### config.mk
export PLATFORM = sky130hd
export DESIGN_NAME = ifu_fetch
export DESIGN_NICKNAME = d
export VERILOG_FILES = /design/src/rtl/ifu_fetch.sv
export SDC_FILE = /design/constraint.sdc
export NUM_CORES = 1
export LEC_CHECK = 0
export ABC_AREA = 0
export ABC_CLOCK_PERIOD_IN_PS = 5300
export CAP_MARGIN = 20
export CORE_MARGIN = 2
export CORE_UTILIZATION = 48
export DETAILED_ROUTE_END_ITERATION = 12
export PLACE_DENSITY = 0.95
export SYNTH_ARGS = -nofsm -noshare
export SYNTH_HDL_FRONTEND = slang
export SYNTH_SLANG_ARGS = --single-unit
### constraint.sdc
create_clock -name clk -period 5.3 [get_ports clk]
set_input_delay 0.795 -clock clk [delete_from_list [all_inputs] [get_ports clk]]
set_output_delay 0.795 -clock clk [all_outputs]
set_load 0.02 [all_outputs]
### src/rtl/ifu_fetch.sv
`default_nettype none
// ============================================================================
// Module      : ifu_fetch
// Description : Single-outstanding instruction fetch unit between PC register,
//               instruction memory and decode, with one-deep pending PC and flush.
// Revision    : 1.0 - initial release
// ============================================================================
module ifu_fetch #(
    parameter int CPU_WIDTH = 32,
    parameter int CNT_WIDTH = 32
) (
    input  logic                 clk,
    input  logic                 rst,
    input  logic [CPU_WIDTH-1:0] curr_pc,
    input  logic                 pc_update,
    input  logic                 flush,
    output logic                 imem_req_valid,
    input  logic                 imem_req_ready,
    output logic [CPU_WIDTH-1:0] imem_req_addr,
    input  logic                 imem_rsp_valid,
    input  logic [CPU_WIDTH-1:0] imem_rsp_data,
    output logic                 instr_valid,
    input  logic                 instr_ready,
    output logic [CPU_WIDTH-1:0] instr,
    output logic [CPU_WIDTH-1:0] instr_pc,
    output logic                 fetch_busy,
    output logic                 misalign_err,
    output logic [CNT_WIDTH-1:0] fetch_cnt
);

    typedef enum logic [1:0] {
        S_IDLE = 2'd0,
        S_REQ  = 2'd1,
        S_WAIT = 2'd2,
        S_HOLD = 2'd3
    } state_t;

    state_t               state_q, state_d;
    logic                 pend_vld_q, pend_vld_d;
    logic [CPU_WIDTH-1:0] pend_pc_q, pend_pc_d;
    logic                 drop_q, drop_d;
    logic [CPU_WIDTH-1:0] addr_q, addr_d;
    logic [CPU_WIDTH-1:0] instr_q, instr_d;
    logic [CPU_WIDTH-1:0] instr_pc_q, instr_pc_d;
    logic                 misalign_q, misalign_d;
    logic [CNT_WIDTH-1:0] cnt_q, cnt_d;

    logic                 w_start_vld;
    logic [CPU_WIDTH-1:0] w_start_pc;
    logic                 w_handoff;

    assign w_start_vld = pc_update | pend_vld_q;
    assign w_start_pc  = pc_update ? curr_pc : pend_pc_q;

    always_comb begin
        state_d    = state_q;
        pend_vld_d = pend_vld_q;
        pend_pc_d  = pend_pc_q;
        drop_d     = drop_q;
        addr_d     = addr_q;
        instr_d    = instr_q;
        instr_pc_d = instr_pc_q;
        misalign_d = 1'b0;
        cnt_d      = cnt_q;
        w_handoff  = 1'b0;

        case (state_q)
            S_IDLE: begin
                if (!flush && w_start_vld) begin
                    if (!pc_update) begin
                        pend_vld_d = 1'b0;
                    end
                    if (w_start_pc[1:0] == 2'b00) begin
                        addr_d     = w_start_pc;
                        instr_pc_d = w_start_pc;
                        state_d    = S_REQ;
                    end else begin
                        misalign_d = 1'b1;
                    end
                end
            end
            S_REQ: begin
                // A flushed request still completes; its response is dropped later.
                if (flush) begin
                    drop_d = 1'b1;
                end
                if (imem_req_ready) begin
                    state_d = S_WAIT;
                end
            end
            S_WAIT: begin
                if (imem_rsp_valid) begin
                    if (drop_q || flush) begin
                        drop_d  = 1'b0;
                        state_d = S_IDLE;
                    end else begin
                        instr_d = imem_rsp_data;
                        state_d = S_HOLD;
                    end
                end else if (flush) begin
                    drop_d = 1'b1;
                end
            end
            default: begin
                if (flush) begin
                    state_d = S_IDLE;
                end else if (instr_ready) begin
                    cnt_d = cnt_q + CNT_WIDTH'(1);
                    if (pc_update && (curr_pc[1:0] == 2'b00)) begin
                        w_handoff  = 1'b1;
                        pend_vld_d = 1'b0;
                        addr_d     = curr_pc;
                        instr_pc_d = curr_pc;
                        state_d    = S_REQ;
                    end else begin
                        state_d = S_IDLE;
                    end
                end
            end
        endcase

        if (flush) begin
            pend_vld_d = 1'b0;
        end
        if (pc_update && (flush || ((state_q != S_IDLE) && !w_handoff))) begin
            pend_pc_d  = curr_pc;
            pend_vld_d = 1'b1;
        end
    end

    always_ff @(posedge clk) begin
        if (rst) begin
            state_q    <= S_IDLE;
            pend_vld_q <= 1'b0;
            pend_pc_q  <= '0;
            drop_q     <= 1'b0;
            addr_q     <= '0;
            instr_q    <= '0;
            instr_pc_q <= '0;
            misalign_q <= 1'b0;
            cnt_q      <= '0;
        end else begin
            state_q    <= state_d;
            pend_vld_q <= pend_vld_d;
            pend_pc_q  <= pend_pc_d;
            drop_q     <= drop_d;
            addr_q     <= addr_d;
            instr_q    <= instr_d;
            instr_pc_q <= instr_pc_d;
            misalign_q <= misalign_d;
            cnt_q      <= cnt_d;
        end
    end

    assign imem_req_valid = (state_q == S_REQ);
    assign instr_valid    = (state_q == S_HOLD);
    assign fetch_busy     = (state_q != S_IDLE) || pend_vld_q;
    assign imem_req_addr  = addr_q;
    assign instr          = instr_q;
    assign instr_pc       = instr_pc_q;
    assign misalign_err   = misalign_q;
    assign fetch_cnt      = cnt_q;

endmodule
`default_nettype wire

==> metrics.md, run 1 <==
| Metric | Value |
|---|---|
| Number of port buffers | `202` |
| Synth warnings | `0` |
| Initial antenna violation count | `0` |
| Crit. End Element | `flip-flop` |
| P&R area growth vs syn | `44.0%` |
| Fin area | `8080 µm²` |
| H-tree levels | `4` |
| GRT Residual Overflow | `0` |
| Rows | `39` |
| Worst-Margin Slew | `just over 1 ns` |
| Max_cap viols | `0` |
| CP peak stage delay | `approximately 0.60 ns` |
| Clk_lat worst skew | `around 0.4 ns` |
| Proportion of layout cells with a drive suffix above 1 | `around 5.7%` |
| Layout Nets | `855` |
| GPL Wtd Cong | `0.795` |
| Avg WL per Cell | `15.0 µm` |
| Crit path kind | `in -> reg` |
| Critical Path AT | `roughly 3.2 ns` |
| Starting DRT DRC Count | `230` |
| Pwr dens | `378 nW/µm²` |
| Post-synthesis register bit count | `133` |
| Die Ht | `112 µm` |
| Root Buffer | `clkbuf_16` |
| CTS Buffer Depth | `2` |
| Max Slew Vio Count | `0` |
| Initial Utilization | `49.1%` |
| Die W | `~110 µm` |
| Rel. slew slack | `30.6%` |
| Synth area leader | `dfxtp_1` |
| Post-route ant nets | `0` |
| Worst-path clk slew | `~0.06 ns` |
| Overall routed net length | `14000 µm` |
| Asr flop ratio synth | `0%` |
| Tcrit/Tclk final | `54.8%` |
| Number of hold buffers added after CTS | `0` |
| Syn Area/Cell | `9.01 µm²` |
| Cell Chain, Critical Path | `clkdlybuf4s50_1 > nand3b_4 > nor4_4 > nand3_2 > or4_1 > a21oi_1` |
| DRT Pass-1 Iters | `5` |
| Setup skew after layout | `0.00718 ns` |
| Crit path required time | `5.63 ns` |
| Syn_nets | `699` |
| Vias in the first global route | `roughly 4700` |
| CP max FO | `9` |
| CTS tree | `yes` |
| Seq/Total Area, Yosys | `between 40 and 50%` |
| CTS Sinks | `133` |
| Synth area leaders | `dfxtp_1 47%, mux2i_1 11%, nor2_1 6.6%` |
| Total track usage | `21.7%` |
| Max IR drop VDD | `299 µV` |
| Hold Crit Class | `reg -> reg` |
| Mapped cell area | `about 5600 µm²` |
| Number of synthesized flops with an enable pin | `0` |
| Ant diodes | `0` |
| WP buf/inv | `1` |
| CP max stage cell | `clkdlybuf4s50_1` |
| CP top delay family | `simple AND/OR/NAND/NOR gates` |
| Core box area | `11400 µm²` |
| GRT Max-Usage Layer | `met2` |
| Sum Neg Setup Slack | `0 ns` |
| Mapped Cells | `just over 600` |
| Number of I/O pins | `203` |
| Setup violations, final | `0` |
| Hold_ws | `0.450 ns` |
| DR vias/cell | `5.22` |
| Top FF cell, synth | `dfxtp_1` |
| Post-DP HPWL | `9310 µm` |
| Die area | `between 10000 and 15000 µm²` |
| Fin. Hold Viols | `0` |
| Post-cts sizing count | `0` |
| First-pass GRT wire length | `22400 µm` |
| Synth unique cells | `44` |
| Status | `finished, final reports clean` |
| Yosys top cell area share | `47.5%` |
| Met3 Resource Use GR | `7.24%` |
| Via count | `about 5000` |
| RSZ-0062 raised after global routing | `no` |
| Setup crit start kind | `primary input` |
| Met1 Use GR | `24.7%` |
| Met2 Usage GRT | `around 37%` |
| Largest net degree at the start of global routing | `76` |
| Dpl cell area | `~7500 µm²` |
| DRC errors left | `0` |
| Post-layout min period | `~2.9 ns` |
| # Post-CTS Setup Buffers | `0` |
| Fmax | `345 MHz` |
| Reported leakage power | `~3.1 nW` |
| CTS Buf Count | `17` |
==> per-layer routing <==
layer | part of all wire (%) | vias up
li1 | - | 2398
met1 | 42 | 2292
met2 | 50 | 168
met3 | 6.7 | 21
met4 | 1.9 | 0
met5 | 0 | -
==> per-stage QoR <==
| step | util [%] | cells | total power [W] | setup WS (ns) |
|---|---|---|---|---|
| detailed placement | 65.4 | 901 | 0.00193 | 2.07 |
| global route | 70.8 | 935 | 0.00318 | 2.33 |
| finish | 70.8 | 935 | 0.00305 | 2.40 |
| CTS | 70.4 | 933 | 0.00308 | 2.45 |
| global placement | 65.4 | 901 | 0.00191 | 2.14 |
| floorplan | - | 623 | 0.00165 | 2.88 |
==> final timing paths <==
| check | cells past startpoint | start | to | slack [ns] |
|---|---|---|---|---|
| worst max register to register | 6 | state_q[0] | fetch_cnt[30] | 2.79 |
| worst max-delay path | 6 | flush | fetch_cnt[30] | 2.40 |
| worst min-delay path | 2 | instr[9] | instr[9] | 0.45 |
| worst min register to register | 2 | instr[9] | instr[9] | 0.45 |
==> state kept, by name, summed over array words and instances, names as in the netlist <==
| name | count |
|---|---|
| misalign_err | 1 |
| instr | 32 |
| fetch_cnt | 32 |
| state_q | 2 |
| pend_vld_q | 1 |
| instr_pc | 32 |
| pend_pc_q | 32 |
| drop_q | 1 |
==> synthesized netlist by cell type (2+ instances only) <==
cell and number:
o21bai_1 2, clkbuf_1 30, inv_1 9, xnor2_1 6
nor3b_1 2, nand4_1 12, o21ai_0 2, nor4_1 2
xor2_1 23, nor2_1 98, nand2b_1 2, or3_1 2
a211oi_1 33, buf_4 32, nand3_1 14, dfxtp_1 133
and3_1 6, buf_2 6, and2_1 3, nor3_1 4
mux2i_1 62, nand2_1 75, a21oi_1 39, ha_1 5
and4_1 2
==> cell type report <==
cell class	count	area [µm²]
clock inverters	9	101
fillers	835	3340
multi-input cells	411	2550
clock buffers	23	478
well taps	143	179
inverters	9	33.8
repair buffers	207	2080
flip-flops and latches	133	2660
==> kinds of logic after synthesis <==
| group | synth area share [%] |
|---|---|
| simple gates | 18.6 |
| flops | 47.5 |
| compound gates | 9.57 |
| buf+inv | 7.69 |
| mux | 11.1 |
| xor+xnor | 4.53 |
| fa+ha+maj | 1.12 |
==> cells in the final DEF (no fill, tap or decap), types with 4 or more instances in the layout <==
cell	netlist	routed
clkbuf_16	0	17
ha_1	5	5
nand2_1	75	74
clkinv_2	0	5
buf_4	32	5
xnor2_1	6	6
inv_1	9	9
and3_1	6	6
nor3_1	4	4
mux2i_1	62	62
nand4_1	12	12
nand3_1	14	14
xor2_1	23	23
nor2_1	98	98
clkdlybuf4s50_1	0	201
a21oi_1	39	39
a211oi_1	33	33
dfxtp_1	133	133
==> worst register-to-register path: cells and delay by family (launching register included) <==
kind	cells	cell delay [ns]
flip-flops	1	0.40
adder cells (fa/ha/maj)	1	0.34
AND/OR/NAND/NOR	4	1.56
AO/OA/AOI/OAI	1	0.14
==> where the power goes <==
group | switching (W) | internal [W] | total [W]
clock network | 0.000415 | 0.000726 | 0.00114
registers | 0.0000628 | 0.00109 | 0.00115
logic | 0.000394 | 0.000363 | 0.000757
total | 0.000872 | 0.00218 | 0.00305
Note: power is estimated with default switching activity, not from simulation.
==> run 2, diff against run 1 <==
Settings changed: ABC_CLOCK_PERIOD_IN_PS 5300 to 2750, CORE_UTILIZATION 48 to 45, PLACE_DENSITY 0.95 to 0.92.
Clock period 5.3 ns to 2.75 ns, I/O delays scaled along.
==> metrics.md, run 2 (same netlist as run 1, synthesis figures left out) <==
| Metric | Value |
|---|---|
| Overall routed net length | `14000 µm (about the same)` |
| Commonest non-fill, non-tap cells in the layout | `201 x clkdlybuf4s50_1, 133 x dfxtp_1, 98 x nor2_1, 74 x nand2_1, 62 x mux2i_1 (unchanged)` |
| Root Buffer | `clkbuf_16 (unchanged)` |
| First-pass GRT wire length | `22000 µm (was 22400 µm)` |
| Ant diodes | `0 (unchanged)` |
| Fin area | `8190 µm² (was 8080 µm²)` |
| Worst-path clk slew | `0.05 ns (was 0.06 ns)` |
| Post-cts sizing count | `0 (unchanged)` |
| H-tree levels | `4 (unchanged)` |
| Post-DP HPWL | `9740 µm (was 9310 µm)` |
| GRT Residual Overflow | `0 (unchanged)` |
| Number of I/O pins | `203 (unchanged)` |
| Setup skew after layout | `0.00503 ns (was 0.00718 ns)` |
| Setup crit start kind | `flip-flop (was primary input)` |
| Largest net degree at the start of global routing | `82 (was 76)` |
| Dpl cell area | `7600 µm² (was 7460 µm²)` |
| # Post-CTS Setup Buffers | `0 (unchanged)` |
| Rows | `40 (was 39)` |
| Tcrit/Tclk final | `86.9%` |
| Dpl ws | `0.214 ns (was 2.07 ns)` |
| GPL Wtd Cong | `0.779 (was 0.795)` |
| Avg WL per Cell | `14.5 µm (was 15.0 µm)` |
| Post-route ant nets | `0 (unchanged)` |
| CP max FO | `8 (was 9)` |
| Pwr dens | `726 nW/µm² (was 378 nW/µm²)` |
| Die W | `116 µm (was 112 µm)` |
| Initial antenna violation count | `0 (unchanged)` |
| DRC errors left | `0 (unchanged)` |
| Post-layout min period | `2.39 ns` |
| Core box area | `12100 µm² (was 11400 µm²)` |
| Crit. End Element | `primary output (was flip-flop)` |
| Number of port buffers | `202 (unchanged)` |
| Crit path required time | `2.34 ns (was 5.63 ns)` |
| Status | `finished, final reports clean (unchanged)` |
| Die area | `13400 µm² (was 12600 µm²)` |
| Worst-Margin Slew | `0.849 ns (was 1.04 ns)` |
| Setup violations, final | `0 (unchanged)` |
| P&R area growth vs syn | `46.0% (was 44.0%)` |
| Starting DRT DRC Count | `297 (was 230)` |
| Reported leakage power | `3.17 nW (was 3.12 nW)` |
| Rel. slew slack | `43.4% (was 30.6%)` |
| Number of hold buffers added after CTS | `0 (unchanged)` |
| Sum Neg Setup Slack | `0 ns (unchanged)` |
| Met1 Use GR | `23.4% (was 24.7%)` |
| CP peak stage delay | `0.64 ns (was 0.60 ns)` |
| Critical Path AT | `1.98 ns (was 3.23 ns)` |
| Crit path kind | `reg -> out (was in -> reg)` |
| Hold Crit Class | `reg -> reg (unchanged)` |
| Cell Chain, Critical Path | `inv_1 > ha_1 > nand2b_1 > clkdlybuf4s50_1 (was clkdlybuf4s50_1 > nand3b_4 > nor4_4 > nand3_2 > or4_1 > a21oi_1)` |
| Filler cell count | `929 (was 835)` |
| Max Slew Vio Count | `0 (unchanged)` |
| Max_cap viols | `0 (unchanged)` |
| Initial Utilization | `46.3% (was 49.1%)` |
| CTS Sinks | `133 (unchanged)` |
| RSZ-0062 raised after global routing | `no (unchanged)` |
| Most common cell after layout, fill and taps aside | `clkdlybuf4s50_1 (unchanged)` |
| Vias in the first global route | `4640 (was 4706)` |
| Max IR drop VDD | `401 µV (was 299 µV)` |
| Fin. Hold Viols | `0 (unchanged)` |
| Met2 Usage GRT | `36.0% (was 37.3%)` |
| DRT Pass-1 Iters | `4 (was 5)` |
| Fmax | `419 MHz` |
| Via count | `4859 (was 4879)` |
| CP max stage cell | `clkdlybuf4s50_1 (unchanged)` |
| Die Ht | `116 µm (was 112 µm)` |
| Clk_lat worst skew | `0.41 ns (about the same)` |
| DR vias/cell | `5.04 (was 5.22)` |
| Total track usage | `20.7% (was 21.7%)` |
| CTS Buf Count | `17 (unchanged)` |
| Layout Nets | `862 (was 855)` |
| CTS tree | `yes (unchanged)` |
| GRT Max-Usage Layer | `met2 (unchanged)` |
| CTS Buffer Depth | `2 (unchanged)` |
| Proportion of layout cells with a drive suffix above 1 | `6.52% (was 5.68%)` |
| Final WS setup | `0.361 ns (was 2.40 ns)` |
| Met3 Resource Use GR | `7.01% (was 7.24%)` |
## run 2: final timing paths
kind / endpoint / depth (start not counted) / startpoint / slack (ns)
setup / recovery: fetch_busy / 4 / state_q[0] / 0.36
hold / removal: instr[14] / 2 / instr[14] / 0.45
setup reg to reg: fetch_cnt[30] / 6 / state_q[1] / 0.61
hold reg to reg: instr[14] / 2 / instr[14] / 0.45
## run 2: routing by layer
| metal | routed length [µm] | vias to the layer above |
|---|---|---|
| met1 | 5580 | 2249 |
| met5 | 0 | - |
| met4 | 277 | 0 |
| met2 | 7180 | 168 |
| li1 | - | 2417 |
| met3 | 941 | 25 |
## run 2: metrics by stage
stage	util [%]	power [W]	hold slack, ns	cells
3_5_place_dp	62.8	0.00374	0.449	935
2_1_floorplan	-	0.00318	0.463	623
3_3_place_gp	62.8	0.00370	0.440	935
6_report	67.6	0.00595	0.451	965
5_1_grt	67.6	0.00621	0.467	965
4_1_cts	67.6	0.00600	0.455	965
## run 2: cell type report
class / instances / area, µm² / share of cell area (%)
flip-flops and latches: 133 / 2660 / 32.5
multi-input cells: 411 / 2550 / 31.1
repair buffers: 214 / 2150 / 26.2
clock buffers: 20 / 457 / 5.58
well taps: 168 / 210 / 2.57
clock inverters: 10 / 131 / 1.60
inverters: 9 / 33.8 / 0.413
## run 2: critical path: cells and delay by family (launching register included)
family                     cells  cell delay (ns)
buffers and inverters          2             0.74
DFF                            1             0.39
adders and majority gates      1             0.31
and+or+nand+nor                1             0.12
## run 2: report_power, final
group	total [W]	switching [W]	internal, W
clock	0.00225	0.000797	0.00145
combinational	0.00148	0.000764	0.000719
sequential	0.00222	0.000116	0.00210
total	0.00595	0.00168	0.00427
==> run 3, diff against run 2 <==
Settings changed: CORE_MARGIN 2 to 4.
==> metrics.md, run 3 (same netlist as run 1, synthesis figures left out) <==
| Metric | Value |
|---|---|
| Die Ht | `120 µm (was 116 µm)` |
| Fin. Hold Viols | `0 (unchanged)` |
| Ant diodes | `0 (unchanged)` |
| Largest net degree at the start of global routing | `80 (was 82)` |
| Initial antenna violation count | `0 (unchanged)` |
| Via count | `4819 (was 4859)` |
| Number of hold buffers added after CTS | `0 (unchanged)` |
| CTS tree | `yes (unchanged)` |
| DR vias/cell | `4.98 (was 5.04)` |
| Core box area | `12100 µm² (unchanged)` |
| Die W | `120 µm (was 116 µm)` |
| Worst-Margin Slew | `0.832 ns (was 0.849 ns)` |
| Layout Nets | `863 (was 862)` |
| DR top layer | `met4 (unchanged)` |
| DRC errors left | `0 (unchanged)` |
| Root Buffer | `clkbuf_16 (unchanged)` |
| Setup violations, final | `0 (unchanged)` |
| Setup crit end | `fetch_busy (unchanged)` |
| R2R Path Start | `state_q[0] (was state_q[1])` |
| First-pass GRT wire length | `23200 µm (was 22000 µm)` |
| Crit path kind | `reg -> out (unchanged)` |
| Number of I/O pins | `203 (unchanged)` |
| Rows | `40 (unchanged)` |
| Worst R2R Path Depth | `6 (unchanged)` |
| Pwr dens | `733 nW/µm² (was 726 nW/µm²)` |
| Avg WL per Cell | `14.6 µm (was 14.5 µm)` |
| Post-DP HPWL | `9920 µm (was 9740 µm)` |
| RSZ-0062 raised after global routing | `no (unchanged)` |
| Dpl ws | `0.159 ns (was 0.214 ns)` |
| CP max FO | `8 (unchanged)` |
| Starting DRT DRC Count | `294 (was 297)` |
| Setup skew after layout | `0.00686 ns (was 0.00503 ns)` |
| Post-route ant nets | `0 (unchanged)` |
| Sum Neg Setup Slack | `0 ns (unchanged)` |
| P&R area growth vs syn | `46.2% (was 46.0%)` |
| CP startpoint | `state_q[0] (unchanged)` |
| Worst-path clk slew | `0.06 ns (was 0.05 ns)` |
| Critical Path AT | `1.99 ns (was 1.98 ns)` |
| Commonest non-fill, non-tap cells in the layout | `201 x clkdlybuf4s50_1, 133 x dfxtp_1, 98 x nor2_1, 74 x nand2_1, 62 x mux2i_1 (unchanged)` |
| Rel. slew slack | `44.5% (was 43.4%)` |
| Crit. End Element | `primary output (unchanged)` |
| # Post-CTS Setup Buffers | `0 (unchanged)` |
| Tcrit/Tclk final | `87.3% (was 86.9%)` |
| DRT Pass-1 Iters | `6 (was 4)` |
| Fin util | `67.7% (was 67.6%)` |
| CTS Buffer Depth | `2 (unchanged)` |
| Crit Reg-Reg Endpoint | `fetch_cnt[30] (unchanged)` |
| Most common cell after layout, fill and taps aside | `clkdlybuf4s50_1 (unchanged)` |
| Post-cts sizing count | `0 (unchanged)` |
| Max_cap viols | `0 (unchanged)` |
| Initial Utilization | `46.3% (unchanged)` |
| Fmax | `417 MHz (was 419 MHz)` |
| Filler cell count | `961 (was 929)` |
| Clk_lat worst skew | `0.41 ns (about the same)` |
| GRT Residual Overflow | `0 (unchanged)` |
| Max IR drop VDD | `457 µV (was 401 µV)` |
| Max Slew Vio Count | `0 (unchanged)` |
| Proportion of layout cells with a drive suffix above 1 | `7.00% (was 6.52%)` |
| Crit path required time | `2.34 ns (about the same)` |
| R2R setup slack | `0.53 ns (was 0.61 ns)` |
| Vias in the first global route | `4756 (was 4640)` |
| Hold_ws | `0.452 ns (was 0.451 ns)` |
| Die area | `14300 µm² (was 13400 µm²)` |
| H-tree levels | `4 (unchanged)` |
| WL met3 | `1070 µm (was 941 µm)` |
| Total track usage | `19.8% (was 20.7%)` |
| CTS Sinks | `133 (unchanged)` |
| Setup crit start kind | `flip-flop (unchanged)` |
| Reported leakage power | `3.17 nW (about the same)` |
| Status | `finished, final reports clean (unchanged)` |
| Final WS setup | `0.350 ns (was 0.361 ns)` |
| Met2 wire len | `7080 µm (was 7180 µm)` |
| GPL Wtd Cong | `0.815 (was 0.779)` |
| CTS Buf Count | `17 (unchanged)` |
| Number of port buffers | `202 (unchanged)` |
| Overall routed net length | `14100 µm (was 14000 µm)` |
| Post-layout min period | `2.40 ns (was 2.39 ns)` |
| Hold Crit Class | `reg -> reg (unchanged)` |
| Post-Route M1 WL | `5820 µm (was 5580 µm)` |
## run 3: report_power, final
group / switching [W] / internal (W) / leakage (nW)
logic: 0.000758 / 0.000708 / 1.79
clock network: 0.000833 / 0.00149 / 0.294
registers: 0.000116 / 0.00210 / 1.08
## run 3: worst min path at each step
stage,startpoint,endpoint,slack [ns],cells after the start
final,instr[2],instr[2],0.45,2
after global routing,instr[24],instr[24],0.48,2
after CTS,instr[22],instr[22],0.45,2
after detailed placement,instr[2],instr[2],0.45,2
after global placement,instr[14],instr[14],0.44,2
after floorplan,pend_pc_q[10],pend_pc_q[10],0.46,2
## run 3: cell type report
class | instances | area, µm² | share of cell area (%)
clock buffer | 20 | 467 | 5.69
clock inverter | 12 | 153 | 1.86
inverter | 9 | 33.8 | 0.412
multi-input combinational | 411 | 2550 | 31.1
sequential | 133 | 2660 | 32.5
tap | 168 | 210 | 2.56
timing repair buffer | 215 | 2130 | 26.0
## run 3: worst max-delay path, stage by stage (launching register included)
cell and delay (ns):
dfxtp_1 0.40, inv_1 0.11, ha_1 0.31, nand2b_1 0.11
clkdlybuf4s50_1 0.65
## run 3: through the flow
stage | power, W | instance area [µm²] | std cells
after global placement | 0.00369 | 7580 | 936
after detailed placement | 0.00373 | 7580 | 936
after global routing | 0.00628 | 8200 | 968
final | 0.00601 | 8200 | 968
after CTS | 0.00607 | 8200 | 968
after floorplan | 0.00318 | 5610 | 623
## run 3: metal layers
layer	GRT usage, %	up-vias
li1	-	2418
met1	22.2	2252
met2	35.0	140
met3	7.82	9
met4	5.15	0
met5	0	-
